$ cat config.mk
export PLATFORM = sky130hd
export DESIGN_NAME = seven_sensor_alarm_ctrl
export DESIGN_NICKNAME = d
export VERILOG_FILES = /design/src/rtl/seven_sensor_alarm_ctrl.sv
export SDC_FILE = /design/constraint.sdc
export NUM_CORES = 1
export LEC_CHECK = 0
export CAP_MARGIN = 20
export CORE_ASPECT_RATIO = 1.75
export CORE_MARGIN = 3
export CORE_UTILIZATION = 60
export CTS_CLUSTER_DIAMETER = 50
export CTS_CLUSTER_SIZE = 28
export DETAILED_ROUTE_END_ITERATION = 10
export PLACE_DENSITY = 0.94
export SYNTH_ARGS = -nofsm -noshare
export SYNTH_HDL_FRONTEND = slang
export SYNTH_SLANG_ARGS = --single-unit
$ cat constraint.sdc
create_clock -name Clock -period 6.9 [get_ports Clock]
set_input_delay 1.38 -clock Clock [delete_from_list [all_inputs] [get_ports Clock]]
set_output_delay 1.38 -clock Clock [all_outputs]
set_load 0.01 [all_outputs]
$ cat src/rtl/seven_sensor_alarm_ctrl.sv
// Two-of-seven sensor fault vote: per-sensor sync + debounce, low-sensor count, and an
// arm/pending/alarm FSM with hold time. Optional SENSOR_MASK_EN adds a per-sensor mask port.
module seven_sensor_alarm_ctrl #(
    parameter int unsigned DEBOUNCE = 4,
    parameter int unsigned HOLD     = 8
) (
    input  logic       Clock,
    input  logic       Resetn,
    input  logic       X1,
    input  logic       X2,
    input  logic       X3,
    input  logic       X4,
    input  logic       X5,
    input  logic       X6,
    input  logic       X7,
`ifdef SENSOR_MASK_EN
    input  logic [6:0] mask,
`endif
    input  logic       arm,
    input  logic       ack,
    output logic       f,
    output logic [2:0] low_count,
    output logic [1:0] state,
    output logic       alarm
);

    localparam int unsigned DbW   = (DEBOUNCE > 1) ? $clog2(DEBOUNCE) : 1;
    localparam int unsigned HoldW = (HOLD > 1) ? $clog2(HOLD) : 1;
    localparam logic [DbW-1:0]   DbLast   = DbW'(DEBOUNCE - 1);
    localparam logic [HoldW-1:0] HoldLast = HoldW'(HOLD - 1);

    typedef enum logic [1:0] {
        StDisarmed = 2'b00,
        StArmed    = 2'b01,
        StPending  = 2'b10,
        StAlarm    = 2'b11
    } state_e;

    logic [6:0]     x_raw;
    logic [6:0]     sync1_q, sync1_d;
    logic [6:0]     sync2_q, sync2_d;
    logic [6:0]     db_q, db_d;
    logic [DbW-1:0] db_cnt_q [7];
    logic [DbW-1:0] db_cnt_d [7];
    logic [6:0]     count_en;
    logic [2:0]     low_count_q, low_count_d;
    logic           f_q, f_d;
    state_e         state_q, state_d;
    logic [HoldW-1:0] hold_q, hold_d;
    logic           alarm_q, alarm_d;

    assign x_raw = {X7, X6, X5, X4, X3, X2, X1};

`ifdef SENSOR_MASK_EN
    assign count_en = ~mask;
`else
    assign count_en = 7'h7f;
`endif

    always_comb begin
        sync1_d = x_raw;
        sync2_d = sync1_q;
        db_d    = db_q;
        for (int i = 0; i < 7; i++) begin
            db_cnt_d[i] = '0;
            if (sync2_q[i] != db_q[i]) begin
                if (db_cnt_q[i] == DbLast) begin
                    db_d[i] = sync2_q[i];
                end else begin
                    db_cnt_d[i] = db_cnt_q[i] + DbW'(1);
                end
            end
        end
    end

    // Count and vote both come from the same registered db snapshot.
    always_comb begin
        low_count_d = '0;
        for (int i = 0; i < 7; i++) begin
            if (!db_q[i] && count_en[i]) begin
                low_count_d = low_count_d + 3'd1;
            end
        end
        f_d = (low_count_d >= 3'd2);
    end

    always_comb begin
        state_d = state_q;
        hold_d  = hold_q;
        unique case (state_q)
            StDisarmed: begin
                if (arm) state_d = StArmed;
            end
            StArmed: begin
                if (!arm) begin
                    state_d = StDisarmed;
                end else if (f_q) begin
                    state_d = StPending;
                    hold_d  = '0;
                end
            end
            StPending: begin
                if (!arm) begin
                    state_d = StDisarmed;
                end else if (!f_q) begin
                    state_d = StArmed;
                end else if (hold_q == HoldLast) begin
                    state_d = StAlarm;
                end else begin
                    hold_d = hold_q + HoldW'(1);
                end
            end
            StAlarm: begin
                // Ack with the vote still asserted is dropped, not remembered.
                if (ack && !f_q) state_d = StArmed;
            end
        endcase
        alarm_d = (state_d == StAlarm);
    end

    always_ff @(posedge Clock) begin
        if (!Resetn) begin
            sync1_q     <= '1;
            sync2_q     <= '1;
            db_q        <= '1;
            for (int i = 0; i < 7; i++) db_cnt_q[i] <= '0;
            low_count_q <= '0;
            f_q         <= 1'b0;
            state_q     <= StDisarmed;
            hold_q      <= '0;
            alarm_q     <= 1'b0;
        end else begin
            sync1_q     <= sync1_d;
            sync2_q     <= sync2_d;
            db_q        <= db_d;
            for (int i = 0; i < 7; i++) db_cnt_q[i] <= db_cnt_d[i];
            low_count_q <= low_count_d;
            f_q         <= f_d;
            state_q     <= state_d;
            hold_q      <= hold_d;
            alarm_q     <= alarm_d;
        end
    end

    assign f         = f_q;
    assign low_count = low_count_q;
    assign state     = state_q;
    assign alarm     = alarm_q;

endmodule

==> results of run 1 <==
-- metal layers --
layer  vias to the layer above  track usage (%)
met5                         -                0
met4                         0             13.0
met1                       637             17.8
met3                         8             4.85
met2                        33             38.3
li1                        670                -
-- worst min path at each step --
| stage | from | end | slack [ps] | cells past startpoint |
|---|---|---|---|---|
| 3_3_place_gp | sync1_q[4] | sync2_q[4] | 390 | 1 |
| 6_report | sync1_q[5] | sync2_q[5] | 410 | 1 |
| 5_1_grt | sync1_q[2] | sync2_q[2] | 440 | 1 |
| 4_1_cts | sync1_q[5] | sync2_q[5] | 410 | 1 |
| 2_1_floorplan | sync1_q[0] | sync2_q[0] | 390 | 1 |
| 3_5_place_dp | sync1_q[5] | sync2_q[5] | 400 | 1 |
-- per-stage QoR --
stage | setup slack [ps] | total power [mW] | utilization, %
finish | 3070 | 0.450 | 71.4
global route | 2820 | 0.467 | 71.4
CTS | 3050 | 0.456 | 71.4
detailed placement | 3070 | 0.292 | 68.4
global placement | 3350 | 0.291 | 68.4
floorplan | 3450 | 0.283 | -
-- power breakdown --
group          total, mW  internal (mW)  switching (mW)
logic             0.0185         0.0104         0.00806
registers          0.268          0.265         0.00292
clock network      0.164         0.0730          0.0909
total              0.450          0.348           0.102
-- registers in the layout (all words and copies together) (netlist names) --
register / cells
low_count: 3
f: 1
sync2_q: 7
alarm: 1
db_q: 7
hold_q: 3
sync1_q: 7
db_cnt_q: 14
state: 2
-- layout make-up --
class | count | area (um2) | share of cell area [%]
Inverter | 6 | 22.5 | 0.993
Multi-Input combinational cell | 126 | 1030 | 45.3
Timing Repair Buffer | 17 | 170 | 7.51
Clock buffer | 5 | 68.8 | 3.04
Clock inverter | 3 | 25.0 | 1.10
Sequential cell | 45 | 901 | 39.7
Tap cell | 43 | 53.8 | 2.37
-- cells in the mapped netlist (all sizes together) --
library cell	instances
and2b	1
nand2	10
clkbuf	4
nor2	9
a22oi	1
a31oi	1
nand3	1
o211ai	5
inv	6
and4b	4
buf	6
and2	1
xor2	9
nor4b	7
dfxtp	45
a21oi	3
a211oi	2
ha	16
xnor2	9
nand4b	2
nor4	3
and3b	1
mux2i	6
a21o	1
and3	1
nand3b	2
o311ai	1
o21ai	5
nor3	2
maj3	1
or2	1
nand2b	18
o221ai	1
nor2b	2
-- logic make-up (layout without fill, tap and decap cells) --
family / count (synthesis) / after routing / synth area share, %
muxes: 6 / 6 / 2.99
xor gates and xnor gates: 18 / 18 / 9.35
AOI/OAI and AO/OA: 20 / 20 / 8.23
buffers and inverters: 16 / 31 / 3.99
DFF: 45 / 45 / 44.9
and+or+nand+nor: 65 / 65 / 20.1
adders and majority gates: 17 / 17 / 10.5
-- cells in the final DEF (no fill, tap or decap), types with 2 or more instances in the layout --
master	count
dfxtp_1	45
nand2b_1	18
clkdlybuf4s50_1	17
ha_1	16
nand2_1	10
nor2_1	9
xor2_1	8
nor4b_1	7
mux2i_1	6
xnor2_1	6
clkbuf_8	5
and4b_1	4
o211ai_1	4
inv_2	3
xnor2_2	3
o21ai_1	3
inv_1	3
nor4_1	3
a21oi_1	3
nand3b_1	2
o21ai_0	2
nand4b_1	2
nor2b_1	2
nor3_1	2
==> impl_metrics.py, run 1 <==
metrics = {
    "status": {
        "status": "complete, no violations",
    },
    "worst_setup_path": {
        "cp-end-kind": "flip-flop",
        "r2r-start": "db_q[1]",
        "crit_family": "adder cells",
        "worstPathMaxFanout": 7,
        "worstPathCellList": "inv_1, ha_1, xor2_2, inv_1, ha_1, xor2_1, o311ai_4, inv_2, ha_1, nand2_1, o21ai_1, ha_1, nor2b_1, xnor2_2, xnor2_1, xnor2_1, o221ai_2",
        "cp.required_ps": 7070,
        "critPathLaunch": "db_q[1]",
        "cp-start-kind": "flip-flop",
        "cp.depth": 17,
        "critPathKind": "reg2reg",
        "worst_path_max_delay_cell": "ha_1",
        "cp.arrival_ps": 4010,
        "cp-endpoint": "f",
        "rr_endpoint": "f",
        "slowest_delay_ps": 440,
        "reg2regPathDepth": 17,
        "cp_common_cell": "ha_1",
        "r2r_slack_ps": 3070,
        "path_buf_inv": 3,
    },
    "finish": {
        "nets": 228,
        "antenna_cells": 0,
        "finalNonFillerCells": 245,
        "drive_gt1_share_pct": 10.4,
        "areaGrowthSynthToFinish_pct": 13.0,
        "num-fill-cells": 255,
        "fin_area_mm2": 0.00227,
    },
    "route": {
        "firstDrtPassIters": 4,
        "vias": 1348,
        "via_per_inst": 5.50,
        "wl_met2_mm": 2.01,
        "antenna_left": 0,
        "m1WireLength_mm": 1.24,
        "drc": 0,
        "top_layer_used": "met4",
        "route.met3.wl_um": 146,
        "drt_iter0_markers": 22,
        "routed_wl_mm": 3.48,
        "wl_per_cell_um": 14.2,
    },
    "global_routing": {
        "grt_usage_pct": 19.8,
        "grt_pass1_wl_mm": 6.05,
        "grt_max_degree": 29,
        "grt_overflow_total": 0,
        "grt_pass1_vias": 1410,
        "antenna_found_initial": 0,
    },
    "timing": {
        "finalMaxSlewViolations": 0,
        "whs_ps": 409,
        "period_needed_ps": 3830,
        "slew_headroom_pct": 35.1,
        "setup_viol": 0,
        "period_share_pct": 55.5,
        "grt_setup_unrepaired": "no",
        "fmax_mhz": 261,
        "finalHoldViolations": 0,
        "skew_ps": 9.56,
        "tightest_slew_ps": 970,
        "tns_ps": 0,
    },
    "die": {
        "die_area_mm2": 0.00410,
        "core_area_mm2": 0.00318,
        "std_cell_rows": 27,
        "die_width_um": 49.7,
        "io_pins": 18,
        "initial_core_util_pct": 63.2,
        "dieHeight_um": 82.5,
    },
    "clocking": {
        "cts_tree": "done",
        "postCtsSetupRepairBufs": 0,
        "cts_num_sinks": 45,
        "cts_root_buf": "clkbuf_8",
        "cts-resized-gates": 0,
        "hold_buffers": 0,
        "clk_path_buf_depth": 2,
        "worstSkewPairLatency_ps": 300,
        "clk_pin_slew_ps": 90,
        "numCtsBuffers": 5,
        "htreeDepth": 2,
    },
    "logic_synthesis": {
        "yosys.area.top_type_share_pct": 44.9,
        "syn_avg_cell_area_um2": 10.7,
        "synth_area_leader_cell": "dfxtp_1",
        "synthCells": 187,
        "synth_area_leaders": "dfxtp_1 (45%), ha_1 (10%), nand2b_1 (5.6%)",
        "mappedNetlistArea_mm2": 0.00201,
        "yosys_warnings": 0,
        "ys_ff_latch": 45,
        "yosysUniqueCellTypes": 43,
        "synth_fp_nets": 214,
        "ys_seq_area_share_pct": 44.9,
    },
    "placed_design": {
        "routabilityCongestion": 0.776,
        "portBuffers": 17,
        "placed_cells": 237,
        "post-dp-hpwl_mm": 2.58,
        "dpl_cell_area_mm2": 0.00217,
    },
    "power_and_ir_drop": {
        "ir_drop_mv": 0.145,
        "p_per_area_mw_per_mm2": 199,
        "cellLeakagePower_nw": 0.950,
    },
    "job": {
        "drv_cap": 0,
    },
    "hold_path": {
        "hold_path_class": "reg2reg",
    },
}
(Power assumes the default switching activity.)
==> run 2: changes to the inputs <==
Settings changed: CORE_UTILIZATION 60 to 56, PLACE_DENSITY 0.94 to 0.89.
Clock period 6.9 ns to 3.91 ns, I/O delays scaled along.
==> run 2 against run 1 <==
Effect of this change: largest power group unchanged; combinational power increased by 77%; sequential power increased by 76%; clock skew decreased by 1.4 ps; global-route usage shrank 3.2 points.
==> impl_metrics.py, run 2 (synthesis results as in run 1) <==
metrics = {
    "worst_setup_path": {
        "cp.required_ps": 4090,
        "cp.arrival_ps": 3770,
        "cp-end-kind": "flip-flop",
        "r2r_slack_ps": 310,
        "cp-start-kind": "flip-flop",
        "reg2regPathDepth": 17,
        "worstPathMaxFanout": 7,
        "critPathKind": "reg2reg",
    },
    "placed_design": {
        "routabilityCongestion": 0.793,
        "placed_cells": 240,
        "portBuffers": 17,
        "post-dp-hpwl_mm": 2.29,
    },
    "finish": {
        "finalNonFillerCells": 248,
        "largest_register_ffs": 14,
        "areaGrowthSynthToFinish_pct": 16.0,
        "drive_gt1_share_pct": 11.3,
        "regArea_um2": 901,
        "nets": 229,
        "multiInputGateArea_mm2": 0.00105,
        "antenna_cells": 0,
        "mostFrequentLayoutCell": "dfxtp_1",
        "layout.cells.most_common_list": "dfxtp_1 (45), nand2b_1 (18), clkdlybuf4s50_1 (17), ha_1 (15), nand2_1 (10)",
        "num-fill-cells": 279,
        "top_register": "db_cnt_q",
        "utilization_pct": 68.5,
    },
    "clocking": {
        "cts_tree": "done",
        "cts_num_sinks": 45,
        "cts_root_buf": "clkbuf_8",
        "htreeDepth": 2,
        "numCtsBuffers": 5,
        "clk_path_buf_depth": 2,
        "clk_pin_slew_ps": 80,
        "worstSkewPairLatency_ps": 300,
        "postCtsSetupRepairBufs": 0,
        "hold_buffers": 0,
    },
    "die": {
        "initial_core_util_pct": 59.1,
        "core_area_mm2": 0.00340,
        "die_area_mm2": 0.00437,
        "dieHeight_um": 85.2,
        "std_cell_rows": 28,
        "die_width_um": 51.3,
        "io_pins": 18,
    },
    "timing": {
        "slew_headroom_pct": 68.2,
        "tns_ps": 0,
        "setup_viol": 0,
        "finalHoldViolations": 0,
        "tightest_slew_ps": 476,
        "fmax_mhz": 278,
        "period_share_pct": 92.0,
        "period_needed_ps": 3600,
        "whs_ps": 405,
        "finalMaxSlewViolations": 0,
        "skew_ps": 8.16,
        "grt_setup_unrepaired": "no",
    },
    "global_routing": {
        "gr-usage-met2_pct": 30.8,
        "grt_overflow_total": 0,
        "antenna_found_initial": 0,
        "grt_usage_pct": 16.6,
        "use_met1_pct": 15.6,
        "grt_pass1_vias": 1341,
        "grt-busiest-layer": "met2",
        "grt_pass1_wl_mm": 5.42,
        "met3_usage_pct": 4.22,
        "grt_max_degree": 20,
    },
    "route": {
        "wl_per_cell_um": 12.3,
        "drt_iter0_markers": 18,
        "vias": 1313,
        "routed_wl_mm": 3.06,
        "via_per_inst": 5.29,
        "antenna_left": 0,
        "firstDrtPassIters": 4,
        "drc": 0,
    },
    "power_and_ir_drop": {
        "ir_drop_mv": 0.332,
        "total_power_uw": 859,
        "p_per_area_mw_per_mm2": 369,
        "cellLeakagePower_nw": 0.967,
    },
    "hold_path": {
        "worstHoldPathCells": 1,
        "hold_path_class": "reg2reg",
    },
    "job": {
        "drv_cap": 0,
    },
    "status": {
        "status": "complete, no violations",
    },
}
run 2: cell count changes in the layout (fill, tap and decap cells not counted):
cell	before	now
buf_4	0	1
bufinv_16	0	1
clkbuf_8	5	6
clkinv_4	1	0
ha_1	16	15
ha_4	0	1
inv_6	1	0
xor2_2	1	0
xor2_4	0	1
run 2: power by group:
part           leakage, nW  switching, mW  internal (mW)
clock               0.0574          0.147          0.208
sequential           0.367        0.00476          0.467
combinational        0.542         0.0138         0.0189
total                0.967          0.165          0.694
run 2: final cells by class:
| class | count | area share, % |
|---|---|---|
| repair buffers | 18 | 7.63 |
| clock buffers | 6 | 3.55 |
| flip-flops and latches | 45 | 38.7 |
| inverters | 6 | 0.968 |
| well taps | 45 | 2.42 |
| clock inverters | 2 | 1.61 |
| multi-input cells | 126 | 45.1 |
run 2: critical path, stage by stage, from the launching register on:
cell and delay [ps]:
dfxtp_1 410, inv_1 130, ha_4 350, xor2_4 210
inv_1 70, ha_1 280, xor2_1 180, o311ai_4 330
inv_2 60, ha_1 290, nand2_1 90, o21ai_1 70
ha_1 190, nor2b_1 150, xnor2_2 150, xnor2_1 140
xnor2_1 240, o221ai_2 140
run 2: what timing repair did:
item,CTS,global route
hold endpoints to repair,0,0
setup endpoints to repair,0,2
resized for setup,0,3
run 2: through the flow:
step                worst slack, ps  instance area [um2]
floorplan                       458                 2010
global placement                337                 2180
detailed placement              181                 2180
CTS                             151                 2300
global route                   25.8                 2330
finish                          315                 2330
run 2: worst paths after layout:
kind / from / to
min reg2reg: sync1_q[6] / sync2_q[6]
max: db_q[1] / f
max reg2reg: db_q[1] / f
min: sync1_q[6] / sync2_q[6]
run 2: per-layer routing:
metal	vias up	routed length, um
met1	611	1110
li1	672	-
met3	7	100
met4	0	70
met2	23	1780
met5	-	0
